## src/rtl/dsp_be_patt_filt_ctrl.sv

```systemverilog
// Pattern-filter bring-up/run sequencer: lane reset/enable sequencing,
// cfg_eq shadow handshake and pipeline-fill tracking for flag validity.
module dsp_be_patt_filt_ctrl #(
    parameter int PRLL_RANK          = 64,
    parameter int PRE_PIPELINE_DEPTH = 3,
    parameter int PST_PIPELINE_DEPTH = 2,
    parameter int RST_HOLD_CYC       = 4,
    parameter int SYNC_DEPTH         = 2
) (
    input  logic                 i_clk,
    input  logic                 i_rst_n,
    input  logic                 i_start,
    input  logic                 i_stop,
    input  logic [PRLL_RANK-1:0] i_lane_mask,
    input  logic [7:0]           i_cfg_eq_en,
    input  logic                 i_cfg_upd_req,
    output logic                 o_cfg_upd_ack,
    output logic [PRLL_RANK-1:0] o_pf_rst,
    output logic [PRLL_RANK-1:0] o_pf_en,
    output logic [7:0]           o_cfg_eq_en,
    output logic                 o_flag_vld,
    output logic                 o_busy,
    output logic [2:0]           o_state
);

    localparam int FILL_CYC = PRE_PIPELINE_DEPTH + PST_PIPELINE_DEPTH + 1;
    localparam int MAX_AB   = (RST_HOLD_CYC > SYNC_DEPTH) ? RST_HOLD_CYC : SYNC_DEPTH;
    localparam int MAX_CYC  = (MAX_AB > FILL_CYC) ? MAX_AB : FILL_CYC;
    localparam int CW       = $clog2(MAX_CYC) + 1;

    localparam logic [2:0] S_IDLE     = 3'd0;
    localparam logic [2:0] S_RST      = 3'd1;
    localparam logic [2:0] S_WAKE     = 3'd2;
    localparam logic [2:0] S_FILL     = 3'd3;
    localparam logic [2:0] S_RUN      = 3'd4;
    localparam logic [2:0] S_CFG_FILL = 3'd5;

    localparam logic [CW-1:0] RST_LD  = CW'(RST_HOLD_CYC - 1);
    localparam logic [CW-1:0] SYNC_LD = CW'(SYNC_DEPTH - 1);
    localparam logic [CW-1:0] FILL_LD = CW'(FILL_CYC - 1);
    localparam logic [CW-1:0] PST_LD  = CW'(PST_PIPELINE_DEPTH - 1);

    logic [2:0]           state;
    logic [2:0]           state_nxt;
    logic [CW-1:0]        cnt;
    logic [CW-1:0]        cnt_nxt;
    logic [PRLL_RANK-1:0] mask_q;
    logic [PRLL_RANK-1:0] mask_nxt;
    logic [PRLL_RANK-1:0] rst_nxt;
    logic [PRLL_RANK-1:0] en_nxt;
    logic                 req_q;
    logic                 load;
    logic                 cnt_zero;
    logic                 live;
    logic                 on;

    // req_q remembers the level seen last cycle, so only a rising req loads
    assign load     = i_cfg_upd_req && !req_q;
    assign cnt_zero = (cnt == '0);
    assign o_state  = state;

    always_comb begin
        state_nxt = state;
        cnt_nxt   = cnt;
        mask_nxt  = mask_q;
        case (state)
            S_IDLE: begin
                if (i_start && (|i_lane_mask)) begin
                    mask_nxt  = i_lane_mask;
                    cnt_nxt   = RST_LD;
                    state_nxt = S_RST;
                end
            end
            S_RST: begin
                if (cnt_zero) begin
                    cnt_nxt   = SYNC_LD;
                    state_nxt = S_WAKE;
                end else begin
                    cnt_nxt = cnt - 1'b1;
                end
            end
            S_WAKE: begin
                if (cnt_zero) begin
                    cnt_nxt   = FILL_LD;
                    state_nxt = S_FILL;
                end else begin
                    cnt_nxt = cnt - 1'b1;
                end
            end
            S_FILL: begin
                if (load) begin
                    cnt_nxt = FILL_LD;
                end else if (cnt_zero) begin
                    state_nxt = S_RUN;
                end else begin
                    cnt_nxt = cnt - 1'b1;
                end
            end
            S_RUN: begin
                if (load) begin
                    cnt_nxt   = PST_LD;
                    state_nxt = S_CFG_FILL;
                end
            end
            S_CFG_FILL: begin
                if (load) begin
                    cnt_nxt = PST_LD;
                end else if (cnt_zero) begin
                    state_nxt = S_RUN;
                end else begin
                    cnt_nxt = cnt - 1'b1;
                end
            end
            default: begin
                state_nxt = S_IDLE;
                cnt_nxt   = '0;
            end
        endcase
        if (i_stop) begin
            state_nxt = S_IDLE;
            cnt_nxt   = '0;
        end
    end

    // outputs are decoded from the next state so they flop with it
    always_comb begin
        live    = 1'b0;
        on      = 1'b0;
        unique case (1'b1)
            (state_nxt == S_WAKE): live = 1'b1;
            (state_nxt == S_FILL),
            (state_nxt == S_RUN),
            (state_nxt == S_CFG_FILL): begin
                live = 1'b1;
                on   = 1'b1;
            end
            default: ;
        endcase
        rst_nxt = live ? ~mask_nxt : '1;
        en_nxt  = on ? mask_nxt : '0;
    end

    always_ff @(posedge i_clk or negedge i_rst_n) begin
        if (!i_rst_n) begin
            state         <= S_IDLE;
            cnt           <= '0;
            mask_q        <= '0;
            req_q         <= 1'b0;
            o_cfg_upd_ack <= 1'b0;
            o_cfg_eq_en   <= '0;
            o_pf_rst      <= '1;
            o_pf_en       <= '0;
            o_flag_vld    <= 1'b0;
            o_busy        <= 1'b0;
        end else begin
            state         <= state_nxt;
            cnt           <= cnt_nxt;
            mask_q        <= mask_nxt;
            req_q         <= i_cfg_upd_req;
            o_cfg_upd_ack <= load;
            if (load) begin
                o_cfg_eq_en <= i_cfg_eq_en;
            end
            o_pf_rst      <= rst_nxt;
            o_pf_en       <= en_nxt;
            o_flag_vld    <= (state_nxt == S_RUN);
            o_busy        <= (state_nxt != S_IDLE) && (state_nxt != S_RUN);
        end
    end

endmodule
```

## config.mk

```make
export PLATFORM = sky130hd
export DESIGN_NAME = dsp_be_patt_filt_ctrl
export DESIGN_NICKNAME = d
export VERILOG_FILES = /design/src/rtl/dsp_be_patt_filt_ctrl.sv
export SDC_FILE = /design/constraint.sdc
export NUM_CORES = 1
export LEC_CHECK = 0
export BUFFER_PORTS_ARGS = -buffer_cell sky130_fd_sc_hd__buf_2
export CORE_AREA = 2 2 121 147
export CTS_CLUSTER_DIAMETER = 100
export CTS_CLUSTER_SIZE = 12
export DETAILED_ROUTE_END_ITERATION = 7
export DIE_AREA = 0 0 123 149
export MAX_ROUTING_LAYER = met4
export PLACE_DENSITY = 0.82
export SLEW_MARGIN = 10
export SYNTH_ARGS = -nofsm -noshare
export SYNTH_HDL_FRONTEND = slang
export SYNTH_SLANG_ARGS = --single-unit
```

## constraint.sdc

```tcl
create_clock -name i_clk -period 2 [get_ports i_clk]
set_clock_uncertainty 0.15 [all_clocks]
set_input_delay 0.4 -clock i_clk [delete_from_list [all_inputs] [get_ports i_clk]]
set_output_delay 0.4 -clock i_clk [all_outputs]
set_load 0.05 [all_outputs]
```

# ---- Word level (Yosys, flattened, before mapping)
# Cells that the tools add are included.
dict set report totals {
  reg_bits 211
}
dict set report classes {
  add_sub_neg 1
  eq_ne 12
  muxes 23
  bitwise 1
  n_reduce_logical 12
}
# cell n
set ops {}
lappend ops {{2-to-1 mux 64 bit} 4}
lappend ops {{NOT 64 bit} 1}
lappend ops {{OR reduction 64 bit} 1}
lappend ops {{2-to-1 mux 4 bit} 8}
lappend ops {{case mux 4 bit (6 select lines)} 1}
lappend ops {{2-to-1 mux 3 bit} 7}
lappend ops {{case mux 3 bit (5 select lines)} 1}
lappend ops {{== test 3 x 2 -> 1 bit, second input constant} 4}
lappend ops {{== test 3 bit, second input constant} 4}
lappend ops {{!= test 3 bit, second input constant} 3}
lappend ops {{zero test 4 bit} 1}
lappend ops {{OR reduction 4 bit} 1}
lappend ops {{subtractor 4 x 1 -> 4 bit, second input constant} 1}
lappend ops {{== test 3 x 1 -> 1 bit, second input constant} 1}
lappend ops {{logical AND 1 bit} 3}
lappend ops {{zero test 3 bit} 1}
lappend ops {{nonzero test 3 bit} 1}
lappend ops {{OR reduction 3 bit} 1}
lappend ops {{2-to-1 mux 1 bit} 2}
lappend ops {{AND reduction 2 bit} 1}
lappend ops {{OR reduction 2 bit} 1}
lappend ops {{zero test 1 bit} 1}

# ---- Depth between registers and ports, before layout
# Gate-level depths: netlist of the first run.
dict set report depth {
  ltp_word 9
  mapped_depth 8
}

# ---- Worst setup path before layout of the first run
# No wires, ideal clock.
dict set report synth_timing {
  path_kind {register to register}
  from {reg state[1], in the netlist o_state[1]}
  to {reg mask_q[36]}
  setup_ps 125
  arrival_ps 1878
  required_time_ps 1725
  setup_slack_ps -153
  stages_incl_launch_ff 8
  path_buffers 3
  synth_period_minus_slack_ps 2153
  path_cell_list {dfrtp_1 clkbuf_1 nor3_1 nand2_1 nor2_1 buf_6 buf_6 mux2_4}
}
dict set report synth_via {
  elab_chain_len 2
}
# item line_no
set synth_lines {}
lappend synth_lines {{start: declaration} 43} ;# logic [2:0] state;
lappend synth_lines {{start signal: assignment} 156} ;# state <= state_nxt;
lappend synth_lines {{zero test 3 bit} 66} ;# case (state)
lappend synth_lines {{2-to-1 mux 64 bit} 66}
lappend synth_lines {{via mask_nxt[36]} 48} ;# logic [PRLL_RANK-1:0] mask_nxt;
lappend synth_lines {{end signal: assignment} 158} ;# mask_q <= mask_nxt;
lappend synth_lines {{end: declaration} 47} ;# logic [PRLL_RANK-1:0] mask_q;
# The timed path passes the listed nets, and every way through them passes these cells.
# A chain may end at the register's enable or synchronous reset.

# ---- Worst setup path in the final report of the first run
dict set report layout_timing {
  from {reg cnt[0]}
  to {reg cnt[0]}
}
dict set report layout_via {
  elab_chain_len 5
  elab_cells_between_ends 9
  classes_between {add/sub (1); mux (7); reduce/logical (1)}
}
# item line_no
set layout_lines {}
lappend layout_lines {{start: declaration} 45} ;# logic [CW-1:0] cnt;
lappend layout_lines {{start signal: assignment} 157} ;# cnt <= cnt_nxt;
lappend layout_lines {{subtractor 4 x 1 -> 4 bit or zero test 4 bit (tied branches)} --}
lappend layout_lines {{2-to-1 mux 4 bit} {93, 108}}
lappend layout_lines {{2-to-1 mux 4 bit, on equally long branches} {106, 91}}
lappend layout_lines {{case mux 4 bit (6 select lines) (*)} 66}
lappend layout_lines {{2-to-1 mux 4 bit (*)} 119} ;# if (i_stop) begin
# Mark *: on every way between the ends. The rest lies on a longest branch, timed or not.

==> results of run 1 <==
-- cell type report --
type	instances	area share [%]
clock buffer	35	5.36
clock inverter	2	0.151
inverter	8	0.279
multi-input combinational	302	22.1
sequential	211	49.8
tap	220	2.55
timing repair buffer	323	19.8
-- cells in the mapped netlist, types with 2 or more instances --
cell type | n | area, sq um
nand2b_1 | 5 | 31.3
a2111oi_0 | 2 | 17.5
mux2_2 | 38 | 428
dfrtp_1 | 147 | 3680
nor2_1 | 6 | 22.5
mux2_4 | 27 | 405
clkbuf_1 | 19 | 71.3
nand4_1 | 4 | 25.0
buf_2 | 3 | 15.0
and2_1 | 64 | 400
o22ai_1 | 2 | 12.5
inv_1 | 8 | 30.0
ha_1 | 2 | 25.0
nand2_1 | 92 | 345
a211oi_1 | 2 | 15.0
o21a_1 | 2 | 15.0
o2bb2ai_1 | 2 | 17.5
buf_6 | 4 | 45.0
a21o_1 | 2 | 15.0
nor4_1 | 17 | 106
a31oi_1 | 2 | 12.5
a21oi_1 | 5 | 25.0
dfstp_2 | 64 | 1680
nor2b_1 | 3 | 18.8
o21ai_0 | 6 | 30.0
-- flip-flops by register name, summed over array words and instances (netlist names) --
signal         cells
o_busy             1
req_q              1
o_pf_en           64
o_flag_vld         1
o_pf_rst          64
o_state            3
mask_q            64
o_cfg_eq_en        8
o_cfg_upd_ack      1
cnt                4
-- critical path: stages, from the launching register on --
cell and delay, ns:
dfrtp_1 0.39, inv_2 0.09, ha_4 0.15, nor3b_4 0.23, buf_6 0.15, inv_2 0.04
ha_4 0.25, o21bai_1 0.06, a221o_1 0.35, o22ai_2 0.10
-- repair_timing --
item,4_1_cts,5_1_grt
pin swaps,7,11
endpoints found under the hold margin,54,2
gates cloned,0,2
gates resized for setup,15,40
hold buffers,23,2
setup buffers,1,6
setup endpoints to repair,74,196
-- worst max-delay path by stage --
stage,slack (ns),startpoint,cells after the start,to
floorplan,-0.07,i_lane_mask[56],7,mask_q[36]$_DFF_PN0_
global placement,-0.79,i_lane_mask[35],9,mask_q[62]$_DFF_PN0_
detailed placement,-0.77,i_lane_mask[35],9,mask_q[51]$_DFF_PN0_
CTS,-0.05,cnt[1]$_DFFE_PN0P_,8,cnt[0]$_DFFE_PN0P_
global route,-0.12,cnt[0]$_DFFE_PN0P_,9,cnt[0]$_DFFE_PN0P_
finish,-0.03,cnt[0]$_DFFE_PN0P_,9,cnt[0]$_DFFE_PN0P_
-- per-layer routing --
metal	vias up	share of wire (%)	track usage, %
li1	2466	-	-
met1	2768	38	26.3
met2	207	54	38.4
met3	46	5.5	2.91
met4	0	2.5	6.76
met5	-	0	-
-- cells by family (layout without fill, tap and decap cells) --
logic type	Yosys count	in the layout	synth area share (%)
DFF	211	211	70.1
and+or+nand+nor	198	198	13.2
muxes	65	65	10.9
AOI/OAI and AO/OA	37	37	3.42
buffers and inverters	34	368	2.11
adders and majority gates	2	2	0.327
-- power by group through the flow --
stage | logic (uW) | registers, uW | clock network (uW)
floorplan | 1350 | 6610 | 0
global placement | 3290 | 5660 | 0
detailed placement | 3400 | 5710 | 0
CTS | 3500 | 5650 | 3600
global route | 3960 | 5760 | 3750
finish | 3730 | 5660 | 3500
-- through the flow --
stage	power [uW]	setup TNS (ns)	cell area (sq um)	cells	hold slack [ns]
final	12900	-0.0812	10800	1101	0.0123
after global placement	8960	-54.12	9620	1032	0.242
after global routing	13500	-3.80	10800	1101	0.00404
after floorplan	7960	-2.03	7700	547	-0.0456
after CTS	12700	-0.128	10500	1092	0.0000135
after detailed placement	9100	-52.02	9620	1032	0.252
==> metrics.csv, run 1 <==
metric,value,unit
Slew @ Worst Pin,0.492,ns
hold path startpoint,i_lane_mask[47],
DRT iter0 DRCs,242,
Hold Path Stages,2,
yosys warns,0,
"Reg clk slew, reported paths",0.06,ns
internal cell power,8690,uW
via count,5487,
share of power burned in registers,43.9,%
clk sinks,211,
Mean Syn Cell Area,14.0,sq um
Fillers,1250,
Pleak,0.00514,uW
Mapped Area,0.00765,sq mm
critical path arrival,2.29,ns
switching share of power,32.6,%
highest clock rate,0.492,GHz
"most common cell after layout, fill and taps aside",buf_2,
pin count of the biggest net entering global routing,57,
P per Cell Area,1200,mW/mm^2
GP Congestion,0.801,
final setup vio count,3,
R2R Setup Slk,-0.03,ns
Antenna Nets Post-Route,0,
Pins Over Slew Limit,0,
Gate power share,28.9,%
R2R cell count,9,
FF-to-FF End,cnt[0]$_DFFE_PN0P_,
drt first pass iters,5,
"Hold Violations, Final",0,
Post-synth EDFFs,0,
Critical Path Fanout Max,3,
CORE AREA,0.0171,sq mm
worst-skew pair later-pin latency,0.50,ns
r2r startpoint,cnt[0]$_DFFE_PN0P_,
crit share post-route,102,%
failing checks,negative setup slack,
Crit. End Element,flop,
syn nets,626,
hold crit path type,in2reg,
Crit Path Category,reg2reg,
die height,149,um
VDD IR-drop max,0.690,mV
per-cell routed wire length,18.1,um
outcome,finished with violations,
final core utilization,63.0,%
most frequent cells in the layout,"buf_2 (211), dfrtp_1 (145), nand2_1 (91)",
Die Width,123,um
Slew headroom,67.2,%
area occupied by multi-input gates,0.00238,sq mm
Worst Path Required,2.25,ns
Max Cap Viol,0,
CTS tree,yes,
# DRC,0,
# diodes,0,
Seq. cell area,0.00536,sq mm
pre-CTS setup slack,-0.774,ns
Synth Instances,547,
hold path endpoint,mask_q[47]$_DFF_PN0_,
Port Buffers,218,
synthesis-to-finish area growth,40.9,%
type of origin of the critical path,flop,
switching power,4210,uW
IO Count,219,
vias in the first global route,5817,
RSZ-0062 raised after global routing,true,
Via density,4.98,
min cycle time layout,2.03,ns
row count,53,
initial antenna violation count,0,
clock share of power,27.2,%
initial core utilization,44.7,%
CTS Buf Count,21,
Total Nets Final,946,
GRT Residual Overflow,0,
HPWL Detailed,13400,um
Yosys reg bits,211,
clock buffer depth,3,
first-pass GRT wire length,30200,um
Synth cell types,44,
part of the Yosys area used for sequential elements,70.1,%
layout cell share with drive strength beyond 1,54.9,%
full die area,0.0183,sq mm
Most used DFF post-synth,dfrtp_1,
H-tree level count,1,
Setup WS post-layout,-0.0340,ns
gr usage total,21.9,%
total wire length,19900,um
async set-or-reset flop fraction in the synthesized netlist,100,%
root buf cell,clkbuf_16,
Note: power is estimated with default switching activity, not from simulation.
==> inputs of run 2 (changes only) <==
--- a/config.mk
+++ b/config.mk
@@ -6,13 +6,14 @@
 export NUM_CORES = 1
 export LEC_CHECK = 0
 export BUFFER_PORTS_ARGS = -buffer_cell sky130_fd_sc_hd__buf_2
-export CORE_AREA = 2 2 121 147
+export CORE_AREA = 2 2 149 180
 export CTS_CLUSTER_DIAMETER = 100
 export CTS_CLUSTER_SIZE = 12
 export DETAILED_ROUTE_END_ITERATION = 7
-export DIE_AREA = 0 0 123 149
+export DIE_AREA = 0 0 151 182
+export GPL_ROUTABILITY_DRIVEN = 0
 export MAX_ROUTING_LAYER = met4
-export PLACE_DENSITY = 0.82
+export PLACE_DENSITY = 0.6
 export SLEW_MARGIN = 10
 export SYNTH_ARGS = -nofsm -noshare
 export SYNTH_HDL_FRONTEND = slang
==> run 2 against run 1 <==
Net effect:
- the flow still finishes with violations (negative setup slack)
- sequential share of layout area down 2.4 points
- via count decreased by 2.3%
- worst hold slack gained 0.016 ns
- clock power is essentially flat
- clock-buffer cell count grew 1
- combinational power is 7.2% higher
- global-route usage fell by 7.4 points
- non-clock buffer count grew 20
- utilization decreased by 19 points
- sequential power barely moved
==> metrics.csv, run 2 (synthesis results as in run 1) <==
metric,value,unit
gr usage total,14.6,%
HPWL Detailed,13700,um
most frequent cells in the layout,"buf_2 (215), dfrtp_1 (145), nand2_1 (91)",
Fillers,2362,
row count,65,
DRT iter0 DRCs,197,
min cycle time layout,2.03,ns
clock buffer depth,3,
overall power,13100,uW
vias in the first global route,5709,
IO Count,219,
final setup vio count,52,
Antenna Nets Post-Route,0,
Non-Filler Instances,1237,
initial core utilization,29.6,%
Crit. End Element,flop,
hold crit path type,in2reg,
CTS tree,yes,
Slew headroom,63.8,%
total wire length,21000,um
Die Width,151,um
Via density,4.34,
initial antenna violation count,1,
RSZ-0062 raised after global routing,true,
P per Cell Area,1160,mW/mm^2
pre-CTS setup slack,-0.663,ns
Worst Path Required,2.21,ns
Critical Path Fanout Max,17,
# DRC,0,
Total Nets Final,966,
worst-skew pair later-pin latency,0.49,ns
type of origin of the critical path,primary input,
drt first pass iters,4,
"Reg clk slew, reported paths",0.06,ns
GRT Residual Overflow,0,
Largest regs,"mask_q (64), o_pf_en (64), o_pf_rst (64)",
pin count of the biggest net entering global routing,60,
Pins Over Slew Limit,0,
highest clock rate,0.494,GHz
failing checks,negative setup slack,
H-tree level count,1,
Crit Path Category,in2reg,
clk sinks,211,
Slew @ Worst Pin,0.543,ns
Setup WS post-layout,-0.0261,ns
"Hold Violations, Final",0,
per-cell routed wire length,17.0,um
# placed instances,1151,
full die area,0.0275,sq mm
synthesis-to-finish area growth,48.2,%
first-pass GRT wire length,30400,um
Max Cap Viol,0,
"most common cell after layout, fill and taps aside",buf_2,
layout cell share with drive strength beyond 1,59.2,%
VDD IR-drop max,0.621,mV
crit share post-route,101,%
CTS Buf Count,21,
Pleak,0.00532,uW
critical path arrival,2.24,ns
Port Buffers,218,
via count,5363,
die height,182,um
CORE AREA,0.0259,sq mm
root buf cell,clkbuf_16,
outcome,finished with violations,
-- run 2: cell count changes in the layout (fill, tap and decap cells not counted), sizes merged --
cell         change
buf             +18
dlygate4sd3      -2
clkbuf           +5
diode            +1
inv              -1
-- run 2: timing repair --
| action | in CTS | in global routing |
|---|---|---|
| setup endpoints to repair | 198 | 186 |
| resized for setup | 26 | 51 |
| endpoints found under the hold margin | 49 | 2 |
| pin swaps | 10 | 27 |
| cloned | 1 | 9 |
| hold buffers | 21 | 2 |
| setup buffers | 12 | 4 |
-- run 2: report_power, final --
group	total (uW)	internal (uW)	switching [uW]
Clock	3510	1970	1550
Sequential	5640	5170	469
Combinational	4000	1740	2250
Total	13100	8880	4270
-- run 2: layout make-up --
class	instances	area [sq um]	area share [%]
clock buffer	36	582	5.14
clock inverter	1	7.51	0.0663
tap	335	419	3.70
antenna	1	2.50	0.0221
timing repair buffer	343	2490	22.0
multi-input combinational	302	2430	21.5
inverter	8	30.0	0.265
sequential	211	5360	47.3
-- run 2: critical path: stages --
cell and delay [ns]:
buf_8 0.10, nor4_4 0.30, buf_4 0.17, nand4_1 0.19, nor4_2 0.29, buf_4 0.16
nor2_4 0.05, buf_12 0.13, buf_12 0.15, mux2_4 0.30
-- run 2: per-stage QoR --
stage / cell area (sq um) / utilization, % / setup TNS (ns) / hold WS, ns
floorplan: 7700 / - / -2.03 / -0.0456
global placement: 9840 / 38.1 / -54.61 / 0.241
detailed placement: 9840 / 38.1 / -58.73 / 0.247
CTS: 10900 / 42.1 / 0 / 0.00230
global route: 11300 / 43.8 / -11.79 / 0.00792
finish: 11300 / 43.8 / -0.425 / 0.0281
-- run 2: layer usage --
| layer | up-vias | wire, um | global-route usage [%] |
|---|---|---|---|
| met5 | - | 0 | - |
| met4 | 0 | 489 | 3.93 |
| met3 | 35 | 1380 | 3.59 |
| met2 | 172 | 10800 | 25.0 |
| met1 | 2644 | 8280 | 17.0 |
| li1 | 2512 | - | - |
-- run 2: path summary, 6_finish.rpt --
check                                startpoint                endpoint  slack, ns  cells past startpoint
setup / recovery                i_lane_mask[27]    mask_q[42]$_DFF_PN0_      -0.03                     10
hold / removal                  i_lane_mask[59]    mask_q[59]$_DFF_PN0_       0.03                      2
setup reg to reg             cnt[1]$_DFFE_PN0P_    o_pf_en[3]$_DFF_PN0_      -0.02                      9
hold reg to reg            mask_q[30]$_DFF_PN0_  o_pf_rst[30]$_DFF_PN1_       0.25                      1
max in group asynchronous               i_rst_n   o_pf_rst[6]$_DFF_PN1_       0.73                      3
min in group asynchronous               i_rst_n    mask_q[39]$_DFF_PN0_       0.32                      2
